--- config.mk ---
export PLATFORM = sky130hd
export DESIGN_NAME = pixel_stream_rx
export DESIGN_NICKNAME = d
export VERILOG_FILES = /design/src/rtl/pixel_stream_rx.sv
export SDC_FILE = /design/constraint.sdc
export NUM_CORES = 1
export LEC_CHECK = 0
export CELL_PAD_IN_SITES_DETAIL_PLACEMENT = 1
export CELL_PAD_IN_SITES_GLOBAL_PLACEMENT = 1
export CORE_MARGIN = 2
export CORE_UTILIZATION = 57
export DETAILED_ROUTE_END_ITERATION = 16
export GPL_ROUTABILITY_DRIVEN = 1
export PLACE_DENSITY = 0.95
export SYNTH_ARGS = -nofsm -noshare
export SYNTH_HDL_FRONTEND = slang
export SYNTH_SLANG_ARGS = --single-unit
--- constraint.sdc ---
create_clock -name HCLK -period 4.5 [get_ports HCLK]
set_input_delay 0.675 -clock HCLK [delete_from_list [all_inputs] [get_ports HCLK]]
set_output_delay 0.675 -clock HCLK [all_outputs]
set_load 0.005 [all_outputs]
--- src/rtl/pixel_stream_rx.sv ---
// HSYNC/VSYNC pixel receiver: frames bytes into tagged pixels, buffers them in a
// first-word-fall-through FIFO and re-emits them on valid/ready. Optional frame checksum: PIX_RX_CHECKSUM_EN.
module pixel_stream_rx #(
  parameter int WIDTH  = 768,
  parameter int HEIGHT = 512,
  parameter int DEPTH  = 16
) (
  input  logic       HCLK,
  input  logic       HRESET,
  input  logic       VSYNC,
  input  logic       HSYNC,
  input  logic [7:0] data,
  output logic [7:0] pix_data,
  output logic       pix_valid,
  input  logic       pix_ready,
  output logic       pix_sof,
  output logic       pix_eol,
  output logic       pix_eof,
  output logic       frame_done,
  output logic       frame_err,
  output logic       overflow
`ifdef PIX_RX_CHECKSUM_EN
  ,
  output logic [15:0] frame_sum
`endif
);

  localparam int CW = (WIDTH  > 1) ? $clog2(WIDTH)  : 1;
  localparam int RW = (HEIGHT > 1) ? $clog2(HEIGHT) : 1;
  localparam int AW = $clog2(DEPTH);

  typedef enum logic [1:0] {S_IDLE, S_ACTIVE, S_DONE} state_t;

  state_t            state, state_nx;
  logic              vs_q;
  logic              rise;
  logic [CW-1:0]     col, col_eff;
  logic [RW-1:0]     row, row_eff;
  logic              at_eol, at_last_row, at_eof;
  logic              in_frame, pix_wr, stray, premature;

  logic [10:0]       mem [DEPTH];
  logic [AW-1:0]     wr_ptr, rd_ptr;
  logic [AW:0]       count;
  logic              full, rd, wr_ok, ovf_set;
  logic [10:0]       wr_word, head;

  assign rise = VSYNC & ~vs_q;

  // A VSYNC rise takes effect before any byte in the same cycle, so that byte is pixel (0,0).
  assign col_eff     = rise ? '0 : col;
  assign row_eff     = rise ? '0 : row;
  assign at_eol      = (col_eff == CW'(WIDTH - 1));
  assign at_last_row = (row_eff == RW'(HEIGHT - 1));
  assign at_eof      = at_eol && at_last_row;

  always_ff @(posedge HCLK or posedge HRESET) begin
    if (HRESET) begin
      state <= S_IDLE;
      vs_q  <= 1'b0;
    end else begin
      state <= state_nx;
      vs_q  <= VSYNC;
    end
  end

  always_comb begin
    state_nx = state;
    if (pix_wr && at_eof) begin
      state_nx = S_DONE;
    end else if (rise) begin
      state_nx = S_ACTIVE;
    end
  end

  always_comb begin
    in_frame  = rise || (state == S_ACTIVE);
    pix_wr    = HSYNC && in_frame;
    stray     = HSYNC && !in_frame;
    premature = rise && (state == S_ACTIVE);
  end

  // Position counters advance even when the FIFO drops the byte, keeping the frame aligned.
  always_ff @(posedge HCLK or posedge HRESET) begin
    if (HRESET) begin
      col        <= '0;
      row        <= '0;
      frame_err  <= 1'b0;
      frame_done <= 1'b0;
    end else begin
      if (pix_wr) begin
        if (at_eol) begin
          col <= '0;
          row <= at_last_row ? '0 : row_eff + 1'b1;
        end else begin
          col <= col_eff + 1'b1;
          row <= row_eff;
        end
      end else if (rise) begin
        col <= '0;
        row <= '0;
      end
      if (rise) begin
        frame_err <= premature;
      end else if (stray) begin
        frame_err <= 1'b1;
      end
      frame_done <= pix_wr && at_eof;
    end
  end

  assign wr_word = {at_eof, at_eol, (col_eff == '0) && (row_eff == '0), data};
  assign full    = (count == (AW+1)'(DEPTH));
  assign rd      = pix_valid && pix_ready;
  assign wr_ok   = pix_wr && (!full || rd);
  assign ovf_set = pix_wr && full && !rd;

  always_ff @(posedge HCLK) begin
    if (wr_ok) begin
      mem[wr_ptr] <= wr_word;
    end
  end

  always_ff @(posedge HCLK or posedge HRESET) begin
    if (HRESET) begin
      wr_ptr   <= '0;
      rd_ptr   <= '0;
      count    <= '0;
      overflow <= 1'b0;
    end else begin
      if (wr_ok) begin
        wr_ptr <= wr_ptr + 1'b1;
      end
      if (rd) begin
        rd_ptr <= rd_ptr + 1'b1;
      end
      case ({wr_ok, rd})
        2'b10:   count <= count + 1'b1;
        2'b01:   count <= count - 1'b1;
        default: count <= count;
      endcase
      if (ovf_set) begin
        overflow <= 1'b1;
      end
    end
  end

  // Outputs are gated by occupancy so an empty (or just reset) FIFO presents zeros.
  assign head      = mem[rd_ptr];
  assign pix_valid = (count != '0);
  assign pix_data  = pix_valid ? head[7:0] : 8'd0;
  assign pix_sof   = pix_valid & head[8];
  assign pix_eol   = pix_valid & head[9];
  assign pix_eof   = pix_valid & head[10];

`ifdef PIX_RX_CHECKSUM_EN
  logic [15:0] sum_acc, sum_nx;

  always_comb begin
    sum_nx = (rise ? 16'd0 : sum_acc) + (wr_ok ? {8'd0, data} : 16'd0);
  end

  always_ff @(posedge HCLK or posedge HRESET) begin
    if (HRESET) begin
      sum_acc   <= 16'd0;
      frame_sum <= 16'd0;
    end else begin
      if (rise || wr_ok) begin
        sum_acc <= sum_nx;
      end
      if (pix_wr && at_eof) begin
        frame_sum <= sum_nx;
      end
    end
  end
`endif

endmodule

# Word-level counts from Yosys, hierarchy flattened
# Memory sizes are Yosys's and may differ from the RTL's.
# Cells that the tools add are included.
[op_classes] multipliers=0 div_mod_pow=0 shifts=0 mux=15 n_reduce_logical=21 n_eq_ne=6 n_bitwise=5 n_lt_le_gt_ge=0 addsub=6
[ops] op="$mux 9" count=4
[ops] op="$mux 10" count=3
[ops] op="$add 10x1->10 const B" count=1
[ops] op="$eq 10x10->1 const B" count=1
[ops] op="$logic_and 1x1->1" count=10
[ops] op="$logic_not 10->1" count=1
[ops] op="$pmux 5 s2" count=1
[ops] op="$add 9x1->9 const B" count=1
[ops] op="$eq 9x9->1 const B" count=1
[ops] op="$logic_not 9->1" count=1
[ops] op="$add 4x1->4 const B" count=2
[ops] op="$mux 8" count=1
[ops] op="$reduce_bool 2->1" count=3
[ops] op="$add 5x1->5 const B" count=1
[ops] op="$eq 5x5->1 const B" count=1
[ops] op="$reduce_bool 5->1" count=1
[ops] op="$sub 5x1->5 const B" count=1
[ops] op="$and 1x1->1" count=4
[ops] op="$eq 2x1->1 const B" count=2
[ops] op="$mux 1" count=4
[ops] op="$mux 2" count=2
[ops] op="$logic_not 1->1" count=3
[ops] op="$eq 2x2->1 const B" count=1
[ops] op="$logic_or 1x1->1" count=2
[ops] op="$not 1->1" count=1
[totals] elab_cells=64 rom_bits=0 ff_bits=38 n_memories=1 inputBits=13 latch_bits=0 mem_bits_rw=176 out_inout_bits=15
[memory_table] memory="mem" words=16 width=11 read_ports=1 rd_ports_with_merged_regs=0 write_ports=1 line_no="42" text="logic [10:0] mem [DEPTH];"

# Depth between registers and ports, before layout
[depth] ltp_word=7 depth_mapped=13 ltp_nobuf=11

# Least setup slack after synthesis
# OpenSTA, ideal clock, no wires.
[synth_path] kind="input port to flip-flop" start="input port VSYNC" end="memory mem[0][10] (data pin)" setup_slack_ps=1536 required_ps=4289 setup_time_ps=211 cell_stages=11 n_path_buf=2 arrival_time_ps=2754 cell_sequence="nand2b_1 -> clkbuf_1 -> nand2_1 -> inv_1 -> ha_1 -> nand3_1 -> nor3_1 -> and3_1 -> ha_1 -> clkbuf_1 -> and3_1"
[synth_via] elab_chain_len=4 elab_cells_between_ends=6 classes_between="2 x eq/ne; 2 x mux; 1 x bitwise; 1 x reduce/logical"
[synth_rtl] element="start: declaration" line_no="10" text="input logic VSYNC,"
[synth_rtl] element="$and 1x1->1 (*)" line_no="48" text="assign rise = VSYNC & ~vs_q;"
[synth_rtl] element="$mux 10 / $mux 9 (equally long branches)"
[synth_rtl] element="$eq 10x10->1 / $eq 9x9->1 (equally long branches)" line_no="53, 54"
[synth_rtl] element="$logic_and 1x1->1 (*)" line_no="55" text="assign at_eof = at_eol && at_last_row;"
[synth_rtl] element="named net at_eof" line_no="39" text="logic at_eol, at_last_row, at_eof;"
[synth_rtl] element="end: declaration" line_no="42"
# The timed path passes the listed nets; every way through them passes the cells marked *.

# Worst setup path in the final report
[layout_path] start="register count[1]" end="output port pix_data[3]"
[layout_via] elab_chain_len=2
[layout_rtl] element="start: declaration" line_no="44" text="logic [AW:0] count;"
[layout_rtl] element="start signal: assignment" line_no="138" text="2'b10: count <= count + 1'b1;"
[layout_rtl] element="start signal: assignment" line_no="139" text="2'b01: count <= count - 1'b1;"
[layout_rtl] element="start signal: assignment" line_no="140" text="default: count <= count;"
[layout_rtl] element="$reduce_bool 5->1" line_no="150" text="assign pix_valid = (count != '0);"
[layout_rtl] element="$mux 8" line_no="151" text="assign pix_data = pix_valid ? head[7:0] : 8'd0;"
[layout_rtl] element="end: declaration" line_no="13" text="output logic [7:0] pix_data,"
# Every way passes these cells.

==> impl_metrics.csv <==
group,metric,value,unit
final_layout,area_delta_synth_final,15.56,%
worst_setup_path,crit_path_start_kind,"flop",
sta,worst-slew-pin-transition,1.235,ns
route,ant_nets,0,
min_path,worst_hold_class,"flop to flop",
sta,post-route-worst-setup-slack,0.6761,ns
grt,grt_pass1_vias,5558,
min_path,hold_ep,"overflow",
worst_setup_path,crit-reg2reg-capture,"mem[11][10]",
worst_setup_path,cp_data_arrival_time,3.15,ns
clock_tree,h-tree-depth,1,
worst_setup_path,cp_slowest_cell,"or4_4",
grt,grt_max_degree,42,
worst_setup_path,crit_fanout,11,
pwr,post-layout-total-power,6.218,mW
sta,finalSetupViolations,0,
die,number_of_primary_i_o_pins,28,
pwr,max-vdd-ir-drop,403.8,uV
worst_setup_path,path_class,"flop to primary output",
final_layout,nets,592,
logic_synthesis,synth_top_area_share,0.5955,
pwr,seqPwrFrac,0.427,
logic_synthesis,synth_area,8875,sq um
job,max_cap_viol_count,0,
die,die_area,16580,sq um
logic_synthesis,yosys_warnings,0,
sta,part_of_the_cycle_the_worst_path_needs,0.8497,
route,routed_wire_length,21550,um
clock_tree,ctsLongestPathBuffers,3,
worst_setup_path,timing.rr.start,"vs_q",
pwr,clock_power_share,0.304,
logic_synthesis,synth.largest_area_cell,"edfxtp_1",
worst_setup_path,critical_path_data_required_time,3.83,ns
logic_synthesis,ys_ff_latch,214,
sta,holdWs,0.4911,ns
pwr,p_int,4.405,mW
clock_tree,clk_latency,0.51,ns
logic_synthesis,synth_sequential_area_ratio,0.7027,
place,gpl.final_weighted_congestion,0.8560,
die,start_util,0.5838,
clock_tree,cts_made_buffers,22,
grt,overflow,0,
min_path,timing.hold.worst_path_depth,1,
route,wl_per_cell,27.96,um
logic_synthesis,synth.area.top_cells,"edfxtp_1 60%, mux4_2 11%, dfrtp_1 11%",
min_path,hold_path_startpoint,"overflow",
pwr,p_switching,1.814,mW
logic_synthesis,synth-main-ff-cell,"edfxtp_1",
place,post-place-cells,731,
route,remaining_drc_errors,0,
logic_synthesis,syn-num-nets,541,
logic_synthesis,async_s_r_ff_share_synth,0.1776,
sta,final.setup.tns,0,ns
sta,final-hold-violation-count,0,
route,detailroute.via_count,5000,
sta,post-route-min-period,3.824,ns
sta,fmax,0.2615,GHz
final_layout,insertedDiodeCount,0,
sta,fin_skew,0.01783,ns
sta,timing.max_slew.rel_slack,0.1768,
grt,grt_use_total,0.2773,
worst_setup_path,worst-r2r-setup-slack,1.42,ns
worst_setup_path,cp_cell_sequence,"or4_4 > nor2_1 > inv_1 > nand2b_1 > o22ai_1 > clkdlybuf4s50_1",
final_layout,instances_no_fill,771,
clock_tree,cts_setup_buffers,0,
clock_tree,tritoncts,"done",
die,placement_rows,45,
logic_synthesis,postSynthCellCount,516,
logic_synthesis,syn_area_per_cell,17.20,sq um
worst_setup_path,rr_worst_depth,9,
clock_tree,hold_buffers,0,
pwr,netSwitchingFraction,0.2917,
clock_tree,clk_pin_slew_worst_paths,0.06,ns
route,via_per_inst,6.485,
worst_setup_path,critPathMaxStageDelay,0.61,ns
pwr,combinationalPowerShare,0.269,
logic_synthesis,number_of_enable_flip_flop_cells_after_synthesis,176,
sta,timing_max_transition_violations_final,0,
sta,rsz0062_at_grt,"false",
die,die_width,128.8,um
place,hpwlAfterDp,14210,um
status,run_status,"complete, no violations",
pwr,power_density,606.3,nW/um^2
logic_synthesis,synth_cell_types,51,
final_layout,final.fill_count,1299,
die,die_y,128.8,um
final_layout,layout-drive-gt1-share,0.2024,
route,firstDrtPassIters,5,
clock_tree,root_buffer,"clkbuf_16",
place,worst_setup_slack_before_clock_tree_synthesis,0.6805,ns
pwr,total_leakage_power,3.677,nW
clock_tree,clock_sinks,214,
grt,grt_antenna_before_repair,0,
clock_tree,post_cts_resize_count,0,
die,floorplan.core_area,15200,sq um
grt,first_pass_grt_wire_length,33590,um
worst_setup_path,critical_path.endpoint_type,"primary output",
place,port-buffer-count,27,
route,dr.first_iter.drc_count,424,
[kinds of logic after synthesis]
family          after synthesis  synth area share
flops                       214            0.7027
compound gates               51           0.03807
buf+inv                      34           0.01537
xor+xnor                     14           0.01382
fa+ha+maj                    12           0.01692
simple gates                120           0.07063
mux                          71            0.1425
[stage by stage]
step                utilization  cell area, sq um
finish                   0.6747             10260
global route             0.6747             10260
CTS                      0.6747             10260
detailed placement       0.6247              9497
global placement         0.6247              9497
floorplan                     -              8875
[power groups by stage]
stage | combinational (mW) | sequential, mW | clock [mW]
global placement | 1.54 | 2.66 | 0
finish | 1.67 | 2.66 | 1.89
detailed placement | 1.66 | 2.69 | 0
global route | 1.78 | 2.69 | 1.97
CTS | 1.68 | 2.66 | 1.90
floorplan | 1.15 | 2.49 | 0
[placed cells by master, fill, tap and decap left out, types with 5 or more instances in the layout]
cell type,count
edfxtp_1,176
mux4_2,44
dfrtp_1,36
nand2_1,32
nor2_1,28
clkdlybuf4s50_1,27
mux2i_1,24
clkbuf_16,23
buf_4,23
o22ai_1,14
ha_1,12
inv_1,10
xnor2_1,9
o21ai_0,9
nand3_1,8
nand4_1,7
nand2b_1,6
nor3_1,6
and2_1,5
xor2_1,5
a21oi_1,5
clkinv_1,5
[registers in the layout, summed over array words and instances, names as in the netlist]
| name | count |
|---|---|
| count | 5 |
| row | 9 |
| vs_q | 1 |
| col | 10 |
| state | 2 |
| frame_done | 1 |
| frame_err | 1 |
| rd_ptr | 4 |
| overflow | 1 |
| wr_ptr | 4 |
| mem | 176 |
[how the worst max path moves through the flow]
| stage | from | end | slack [ns] |
|---|---|---|---|
| 2_1_floorplan | VSYNC | mem[0][10] | 1.54 |
| 3_3_place_gp | VSYNC | mem[2][10] | 0.92 |
| 3_5_place_dp | VSYNC | mem[9][10] | 0.68 |
| 4_1_cts | count[1] | pix_data[3] | 0.70 |
| 5_1_grt | count[1] | pix_data[3] | 0.56 |
| 6_report | count[1] | pix_data[3] | 0.68 |
[synthesized netlist by cell type (9+ instances only)]
| master | n |
|---|---|
| inv_1 | 10 |
| nor2_1 | 28 |
| ha_1 | 12 |
| nor3_1 | 10 |
| mux4_2 | 44 |
| dfrtp_1 | 38 |
| o21ai_0 | 9 |
| xnor2_1 | 9 |
| o22ai_1 | 14 |
| edfxtp_1 | 176 |
| nand2_1 | 32 |
| clkbuf_1 | 16 |
| mux2i_1 | 24 |
[worst max-delay path: cells and delay by family, from the launching register on]
family | cells | cell delay [ns]
AND/OR/NAND/NOR | 3 | 1.29
flip-flops | 1 | 0.46
buffers and inverters | 2 | 0.65
AO/OA/AOI/OAI | 1 | 0.23
[layer usage]
| layer | vias to the layer above | part of all wire | track usage |
|---|---|---|---|
| met3 | 67 | 0.052 | 0.04158 |
| li1 | 2144 | - | - |
| met5 | - | 0 | 0 |
| met4 | 0 | 0.038 | 0.1125 |
| met2 | 180 | 0.54 | 0.5051 |
| met1 | 2609 | 0.37 | 0.3323 |
[final cells by class]
| cell class | count | area (sq um) | area share |
|---|---|---|---|
| Inverter | 10 | 37.54 | 0.003660 |
| Clock inverter | 13 | 158.9 | 0.01549 |
| Tap cell | 188 | 235.2 | 0.02294 |
| Sequential cell | 214 | 6238 | 0.6083 |
| Multi-Input combinational cell | 268 | 2522 | 0.2459 |
| Timing Repair Buffer | 51 | 462.9 | 0.04514 |
| Clock buffer | 27 | 600.6 | 0.05856 |
Power figures use the tool's default switching activity.
